===== src/rtl/usd_spi_if.sv =====
// Host-side bundle for the SD-card SPI master: transfer handshake plus card pins.
// The slave modport is the usd_spi block; master is the host and card side.
interface usd_spi_if;
  logic       fast;
  logic       csReq;
  logic       start;
  logic [7:0] txd;
  logic [7:0] rxd;
  logic       busy;
  logic       done;
  logic       cs;
  logic       ck;
  logic       mosi;
  logic       miso;

  modport master (
    output fast, csReq, start, txd, miso,
    input  rxd, busy, done, cs, ck, mosi
  );

  modport slave (
    input  fast, csReq, start, txd, miso,
    output rxd, busy, done, cs, ck, mosi
  );
endinterface


===== src/rtl/usd_spi.sv =====
// SPI mode-0 byte master for SD cards with slow (init) and fast clock dividers.
// One byte per start; done strobes in the first idle cycle after the transfer.
module usd_spi #(
  parameter int unsigned SLOWDIV = 70,
  parameter int unsigned FASTDIV = 1
) (
  input  logic        clock,
  input  logic        reset,
  usd_spi_if.slave    bus
);

  localparam int unsigned MaxDiv = (SLOWDIV > FASTDIV) ? SLOWDIV : FASTDIV;
  localparam int unsigned CntW   = (MaxDiv > 0) ? $clog2(MaxDiv + 1) : 1;
  localparam logic [CntW-1:0] SlowDivC = CntW'(SLOWDIV);
  localparam logic [CntW-1:0] FastDivC = CntW'(FASTDIV);

  typedef enum logic {StIdle, StXfer} state_e;

  state_e          r_state, w_state_d;
  logic [CntW-1:0] r_div, w_div_d;
  logic [CntW-1:0] r_cnt, w_cnt_d;
  logic [3:0]      r_tick_cnt, w_tick_cnt_d;
  logic            r_ck, w_ck_d;
  logic            r_mosi, w_mosi_d;
  logic [7:0]      r_tx, w_tx_d;
  logic [7:0]      r_rx, w_rx_d;
  logic [7:0]      r_rxd, w_rxd_d;
  logic            r_done, w_done_d;
  logic            r_cs, w_cs_d;
  logic            w_tick;

  always_ff @(posedge clock or negedge reset) begin
    if (!reset) begin
      r_state    <= StIdle;
      r_div      <= '0;
      r_cnt      <= '0;
      r_tick_cnt <= '0;
      r_ck       <= 1'b0;
      r_mosi     <= 1'b1;
      r_tx       <= '0;
      r_rx       <= '0;
      r_rxd      <= '0;
      r_done     <= 1'b0;
      r_cs       <= 1'b1;
    end else begin
      r_state    <= w_state_d;
      r_div      <= w_div_d;
      r_cnt      <= w_cnt_d;
      r_tick_cnt <= w_tick_cnt_d;
      r_ck       <= w_ck_d;
      r_mosi     <= w_mosi_d;
      r_tx       <= w_tx_d;
      r_rx       <= w_rx_d;
      r_rxd      <= w_rxd_d;
      r_done     <= w_done_d;
      r_cs       <= w_cs_d;
    end
  end

  always_comb begin
    w_state_d    = r_state;
    w_div_d      = r_div;
    w_cnt_d      = r_cnt;
    w_tick_cnt_d = r_tick_cnt;
    w_ck_d       = r_ck;
    w_mosi_d     = r_mosi;
    w_tx_d       = r_tx;
    w_rx_d       = r_rx;
    w_rxd_d      = r_rxd;
    w_done_d     = 1'b0;
    w_cs_d       = r_cs;
    w_tick       = (r_state == StXfer) && (r_cnt == r_div);

    unique case (r_state)
      StIdle: begin
        w_cs_d   = ~bus.csReq;
        w_ck_d   = 1'b0;
        w_mosi_d = 1'b1;
        if (bus.start) begin
          w_state_d    = StXfer;
          w_div_d      = bus.fast ? FastDivC : SlowDivC;
          w_tx_d       = bus.txd;
          w_mosi_d     = bus.txd[7];
          w_cnt_d      = '0;
          w_tick_cnt_d = '0;
        end
      end
      StXfer: begin
        w_cnt_d = w_tick ? '0 : r_cnt + 1'b1;
        if (w_tick) begin
          w_tick_cnt_d = r_tick_cnt + 4'd1;
          w_ck_d       = ~r_ck;
          if (!r_ck) begin
            w_rx_d = {r_rx[6:0], bus.miso};
          end else if (r_tick_cnt == 4'd15) begin
            // Final falling edge: the byte is complete.
            w_state_d = StIdle;
            w_rxd_d   = r_rx;
            w_mosi_d  = 1'b1;
            w_done_d  = 1'b1;
          end else begin
            w_tx_d   = {r_tx[6:0], 1'b0};
            w_mosi_d = r_tx[6];
          end
        end
      end
      default: w_state_d = StIdle;
    endcase
  end

  assign bus.rxd  = r_rxd;
  assign bus.busy = (r_state == StXfer);
  assign bus.done = r_done;
  assign bus.cs   = r_cs;
  assign bus.ck   = r_ck;
  assign bus.mosi = r_mosi;

endmodule

===== src/flat_wrapper.sv =====
// flat-port wrapper written by rule: the top's interface ports become plain ports
module usd_spi_flat 
#(
  parameter int unsigned SLOWDIV = 70,
  parameter int unsigned FASTDIV = 1
)
  (clock, reset, bus_fast, bus_csReq, bus_start, bus_txd, bus_miso, bus_rxd, bus_busy, bus_done, bus_cs, bus_ck, bus_mosi);
  usd_spi_if bus_i ();
  input  logic clock;
  input  logic reset;
  input wire logic [$bits(bus_i.fast)-1:0] bus_fast;
  input wire logic [$bits(bus_i.csReq)-1:0] bus_csReq;
  input wire logic [$bits(bus_i.start)-1:0] bus_start;
  input wire logic [$bits(bus_i.txd)-1:0] bus_txd;
  input wire logic [$bits(bus_i.miso)-1:0] bus_miso;
  output wire logic [$bits(bus_i.rxd)-1:0] bus_rxd;
  output wire logic [$bits(bus_i.busy)-1:0] bus_busy;
  output wire logic [$bits(bus_i.done)-1:0] bus_done;
  output wire logic [$bits(bus_i.cs)-1:0] bus_cs;
  output wire logic [$bits(bus_i.ck)-1:0] bus_ck;
  output wire logic [$bits(bus_i.mosi)-1:0] bus_mosi;
  assign bus_i.fast = bus_fast;
  assign bus_i.csReq = bus_csReq;
  assign bus_i.start = bus_start;
  assign bus_i.txd = bus_txd;
  assign bus_i.miso = bus_miso;
  assign bus_rxd = bus_i.rxd;
  assign bus_busy = bus_i.busy;
  assign bus_done = bus_i.done;
  assign bus_cs = bus_i.cs;
  assign bus_ck = bus_i.ck;
  assign bus_mosi = bus_i.mosi;
  usd_spi #(.SLOWDIV(SLOWDIV), .FASTDIV(FASTDIV)) u_core (.clock(clock), .reset(reset), .bus(bus_i));
endmodule

===== config.mk =====
export PLATFORM = sky130hd
export DESIGN_NAME = usd_spi_flat
export DESIGN_NICKNAME = d
export VERILOG_FILES = /design/src/rtl/usd_spi_if.sv /design/src/rtl/usd_spi.sv /design/src/flat_wrapper.sv
export SDC_FILE = /design/constraint.sdc
export NUM_CORES = 1
export LEC_CHECK = 0
export ABC_AREA = 0
export CAP_MARGIN = 30
export CORE_ASPECT_RATIO = 1.1
export CORE_MARGIN = 3
export CORE_UTILIZATION = 25
export DETAILED_ROUTE_END_ITERATION = 16
export PLACE_DENSITY_LB_ADDON = 0.05
export SKIP_CTS_REPAIR_TIMING = 1
export SLEW_MARGIN = 20
export SYNTH_ARGS = -nofsm -noshare
export SYNTH_HDL_FRONTEND = slang
export SYNTH_SLANG_ARGS = --single-unit
export TNS_END_PERCENT = 30

===== constraint.sdc =====
create_clock -name clock -period 5.05 [get_ports clock]
set_clock_uncertainty 0.05 [all_clocks]
set_input_delay 1.515 -clock clock [delete_from_list [all_inputs] [get_ports clock]]
set_output_delay 1.515 -clock clock [all_outputs]
set_load 0.03 [all_outputs]

# Word level (Yosys, flattened, before mapping)
# Cells that the tools add are included.
[word_totals]
latch_bits = 0
rom_bits = 0
word_cells = 57
memories = 0
in_bits = 14
regBits = 46
mem_bits_rw = 0
out_inout_bits = 13
[op_classes]
bitwise = 3
mux = 28
n_lt_le_gt_ge = 0
shifts = 0
n_mul = 0
reduce_logical = 7
n_div = 0
n_addsub = 2
n_eq_ne = 6
[op_table]
columns = ["op", "n"]
rows = [
  ["$mux 7", 7],
  ["$pmux 7 s2", 2],
  ["$mux 1", 13],
  ["$mux 4", 2],
  ["$ne 2x2->1 const B", 4],
  ["$pmux 4 s2", 1],
  ["$reduce_and 4->1", 2],
  ["$add 7x1->7 const B", 1],
  ["$eq 7x7->1", 1],
  ["$pmux 1 s2", 3],
  ["$reduce_and 2->1", 3],
  ["$add 4x1->4 const B", 1],
  ["$eq 4x4->1 const B", 1],
  ["$not 1->1", 3],
  ["$reduce_and 3->1", 1],
  ["$logic_and 1x1->1", 1],
]

# Depth between registers and ports, before layout
[depth]
depth_word = 5
depth_mapped = 6
depth_no_buf = 5

# Worst setup path before layout
# OpenSTA, ideal clock, no wires.
[synth_path]
kind = "input -> register"
startpoint = "input bus_start"
endpoint = "register u_core.r_tick_cnt[2]"
n_path_buf = 1
t_arrival_ps = 2221
required_time_ps = 4876
stages = 3
slack_ps = 2655
setup_time_ps = 124
cell_sequence = "clkbuf_1 > nor2_1 > a211o_1"
[synth_via]
elab_chain_cells = 2
[synth_rtl]
columns = ["element", "line", "source"]
rows = [
  ["from (decl)", "flat_wrapper.sv:13", "input wire logic [$bits(bus_i.start)-1:0] bus_start;"],
  ["$ne 2x2->1 (no line)", "n/a", ""],
  ["$reduce_and 2->1 (no line)", "n/a", ""],
  ["to (signal assigned)", "usd_spi.sv:49", "r_tick_cnt <= w_tick_cnt_d;"],
  ["to (decl)", "usd_spi.sv:22", "logic [3:0] r_tick_cnt, w_tick_cnt_d;"],
]
# Every way passes these cells.
# A chain may end at the register's enable or synchronous reset.

# Final worst setup path
[layout_path]
startpoint = "register u_core.r_state, in the netlist u_core.bus.busy"
endpoint = "output bus_busy"
[layout_lines]
columns = ["element", "line", "source"]
rows = [
  ["from (decl)", "usd_spi.sv:19", "state_e r_state, w_state_d;"],
  ["from (signal assigned)", "usd_spi.sv:34", "r_state <= StIdle;"],
  ["from (signal assigned)", "usd_spi.sv:46", "r_state <= w_state_d;"],
  ["to (decl)", "flat_wrapper.sv:17", "output wire logic [$bits(bus_i.busy)-1:0] bus_busy;"],
]
# No word-level cell between the ends.

==> out/qor.txt <==
Worst-skew pair later-pin latency: 0.29 ns
Crit. End Element: output pin
Arr. time, crit path: 1.73 ns
Global route total overflow: 0
GRT Util Overall: 0.103
Fin. max-slew vios: 0
Vias in the first global route: 1,355
Via count: 1,337
WL met3: 133 µm
M1 WL: 1.84 mm
Library cells used by synthesis: 36
CORE AREA: 7090 µm²
Min Clock Period, post-route: 3.30 ns
Crit-path max FO: 17
Initial Utilization: 0.261
Max-Cap Viols: 0
Nets: 207
Area Overhead vs Synth: 25.4%
Ys async rst share: 1.00
WP buf/inv: 1
Final Cycle Share: 0.653
Synth Register Bits: 41
CTS tree: built
CP cell instances: clkdlybuf4s50_1
Routed Antenna Nets: 0
Slew HR: 0.478
PwrDens: 421 nW/µm²
Leakage: 1.01 nW
Inserted Diodes: 0
Met2 wire length: 1.96 mm
Placer congestion estimate: 0.671
Top-count cell post-synth: dfrtp_1
Post-synthesis sequential area ratio: 0.556
Largest net degree at the start of global routing: 42
Row Count: 32
Layout cells sized above 1: 0.161
I/O pin total: 27
Synth cell count leaders: 39 x dfrtp_1, 18 x nand2_1, 15 x nor2_1, 14 x mux2_2, 7 x clkbuf_1
RSZ-0062 raised after global routing: false
Routed len/inst: 14.5 µm
Initial antenna violation count: 0
Worst slew pin tran: 0.780 ns
Drt pass-1 iters: 4
Clock transition at the registers of the reported paths: 0.08 ns
Mapped Nets: 180
Mapped cell area: 1850 µm²
Slowest CP cell: clkdlybuf4s50_1
Fmax: 303 MHz
# fillers: 721
Root Buffer: clkbuf_8
Crit path largest cell delay: 0.77 ns
Buffers on Ports: 26
Crit path required time: 3.49 ns
Synth area leaders: dfrtp_1 53%, mux2_2 8.5%, nand2_1 3.7%, nor2_1 3.0%, dfstp_2 2.8%
Share of the synthesized area in the top cell type: 0.527
First-pass GRT wire length: 6.73 mm
CTS buffer count: 5
Final wirelength: 4.01 mm
Peak supply drop: 0.000123 V
CTS Sinks: 41
Syn Inst Count: 164
Vias per cell: 4.83
Power, Total: 0.000978 W
WHS: 0.445 ns
Die Y: 96.2 µm
DP Wirelength: 2.75 mm
Syn_area_per_cell: 11.3 µm²
DR iter-0 viols: 67
Max Buffers Root-to-Sink: 2
# H-tree levels: 2
Die width: 88.0 µm
CP top delay family: buffers and inverters
Final hold violations: 0
Status: complete, no violations
CP Launch Type: flop
EDFF count, synth: 0
Die area: 8470 µm²
DP Area: 2190 µm²
Worst Hold Class: reg2reg
Setup-failing EPs final: 0
Largest area contributor in the netlist: dfrtp_1
Final Cell Area: 2320 µm²
Type of the worst setup path: reg2out
DRC violations left: 0
Final TNS setup: 0 ns
Top Metal Used: met4
YS warnings: 0
Synth Flop Type: dfrtp_1
## logic make-up after synthesis
| family | count (synthesis) | share of synthesized area |
|---|---|---|
| fa+ha+maj | 2 | 0.0135 |
| compound gates | 33 | 0.128 |
| buf+inv | 9 | 0.0183 |
| xor+xnor | 4 | 0.0189 |
| mux | 17 | 0.103 |
| flops | 41 | 0.556 |
| simple gates | 58 | 0.162 |
## state kept, by name, indices dropped and copies added (netlist names)
register / count
u_core.bus.busy: 1
u_core.bus.ck: 1
u_core.r_rx: 8
u_core.r_cnt: 7
u_core.bus.done: 1
u_core.bus.cs: 1
u_core.r_div: 2
u_core.bus.rxd: 8
u_core.bus.mosi: 1
u_core.r_tick_cnt: 4
u_core.r_tx: 7
## worst reg2reg max path: stages, from the launching register on
cell and delay [ns]:
dfrtp_1 0.66, inv_1 0.49, nor4_4 0.79, mux2_2 0.41
## worst paths after layout
| check | startpoint | end | slack [ns] | cells after the start |
|---|---|---|---|---|
| worst min-delay path | u_core.bus.rxd[5] | u_core.bus.rxd[5] | 0.45 | 1 |
| worst max-delay path | u_core.bus.busy | bus_busy | 1.75 | 1 |
| worst min register to register | u_core.bus.rxd[5] | u_core.bus.rxd[5] | 0.45 | 1 |
| worst max register to register | u_core.bus.busy | u_core.bus.rxd[7] | 2.54 | 3 |
| max in group asynchronous | reset | u_core.bus.mosi | 3.36 | 2 |
| min in group asynchronous | reset | u_core.r_cnt[5] | 1.06 | 1 |
## area by class of cell
class / instances / area [µm²] / share of cell area
flip-flops and latches: 41 / 1030 / 0.443
multi-input cells: 114 / 788 / 0.340
repair buffers: 27 / 275 / 0.119
well taps: 85 / 106 / 0.0458
clock buffers: 5 / 68.8 / 0.0296
clock inverters: 3 / 46.3 / 0.0199
inverters: 2 / 7.51 / 0.00323
## report_power, final
part	total, W	leakage (nW)	internal (W)	switching, W
combinational	0.000225	0.434	0.000115	0.000110
clock	0.000266	0.0543	0.000148	0.000118
sequential	0.000487	0.522	0.000407	0.0000795
## stage by stage
step                       util  cells  worst slack (ns)
after floorplan               -    164              2.66
after global placement    0.308    268              2.08
after detailed placement  0.308    268              2.03
after CTS                 0.325    276              1.71
after global routing      0.328    277              1.65
final                     0.328    277              1.75
## cells in the final DEF, fill, tap and decap left out, types with 2 or more instances in the layout
master,Yosys,layout
and3_1,3,3
clkdlybuf4s50_1,0,25
dfstp_2,2,2
nor3_1,3,3
nand2_1,18,18
o211ai_1,2,2
o21ai_0,6,6
a221oi_1,6,6
or3_1,2,2
a211oi_1,6,6
a31oi_1,5,5
inv_1,2,2
nor2_1,15,15
a21oi_1,3,3
mux2_2,14,14
dfrtp_1,39,39
clkbuf_8,0,5
nor2b_1,2,2
ha_1,2,2
nor4_1,2,2
xnor2_1,2,2
nand3_1,6,6
xor2_1,2,2
mux2_1,2,2
## per-layer routing
metal	vias to the layer above	GRT usage
met5	-	0
met4	0	0.0378
met3	7	0.0308
met2	18	0.171
met1	655	0.125
li1	657	-
Note: power is estimated with default switching activity, not from simulation.
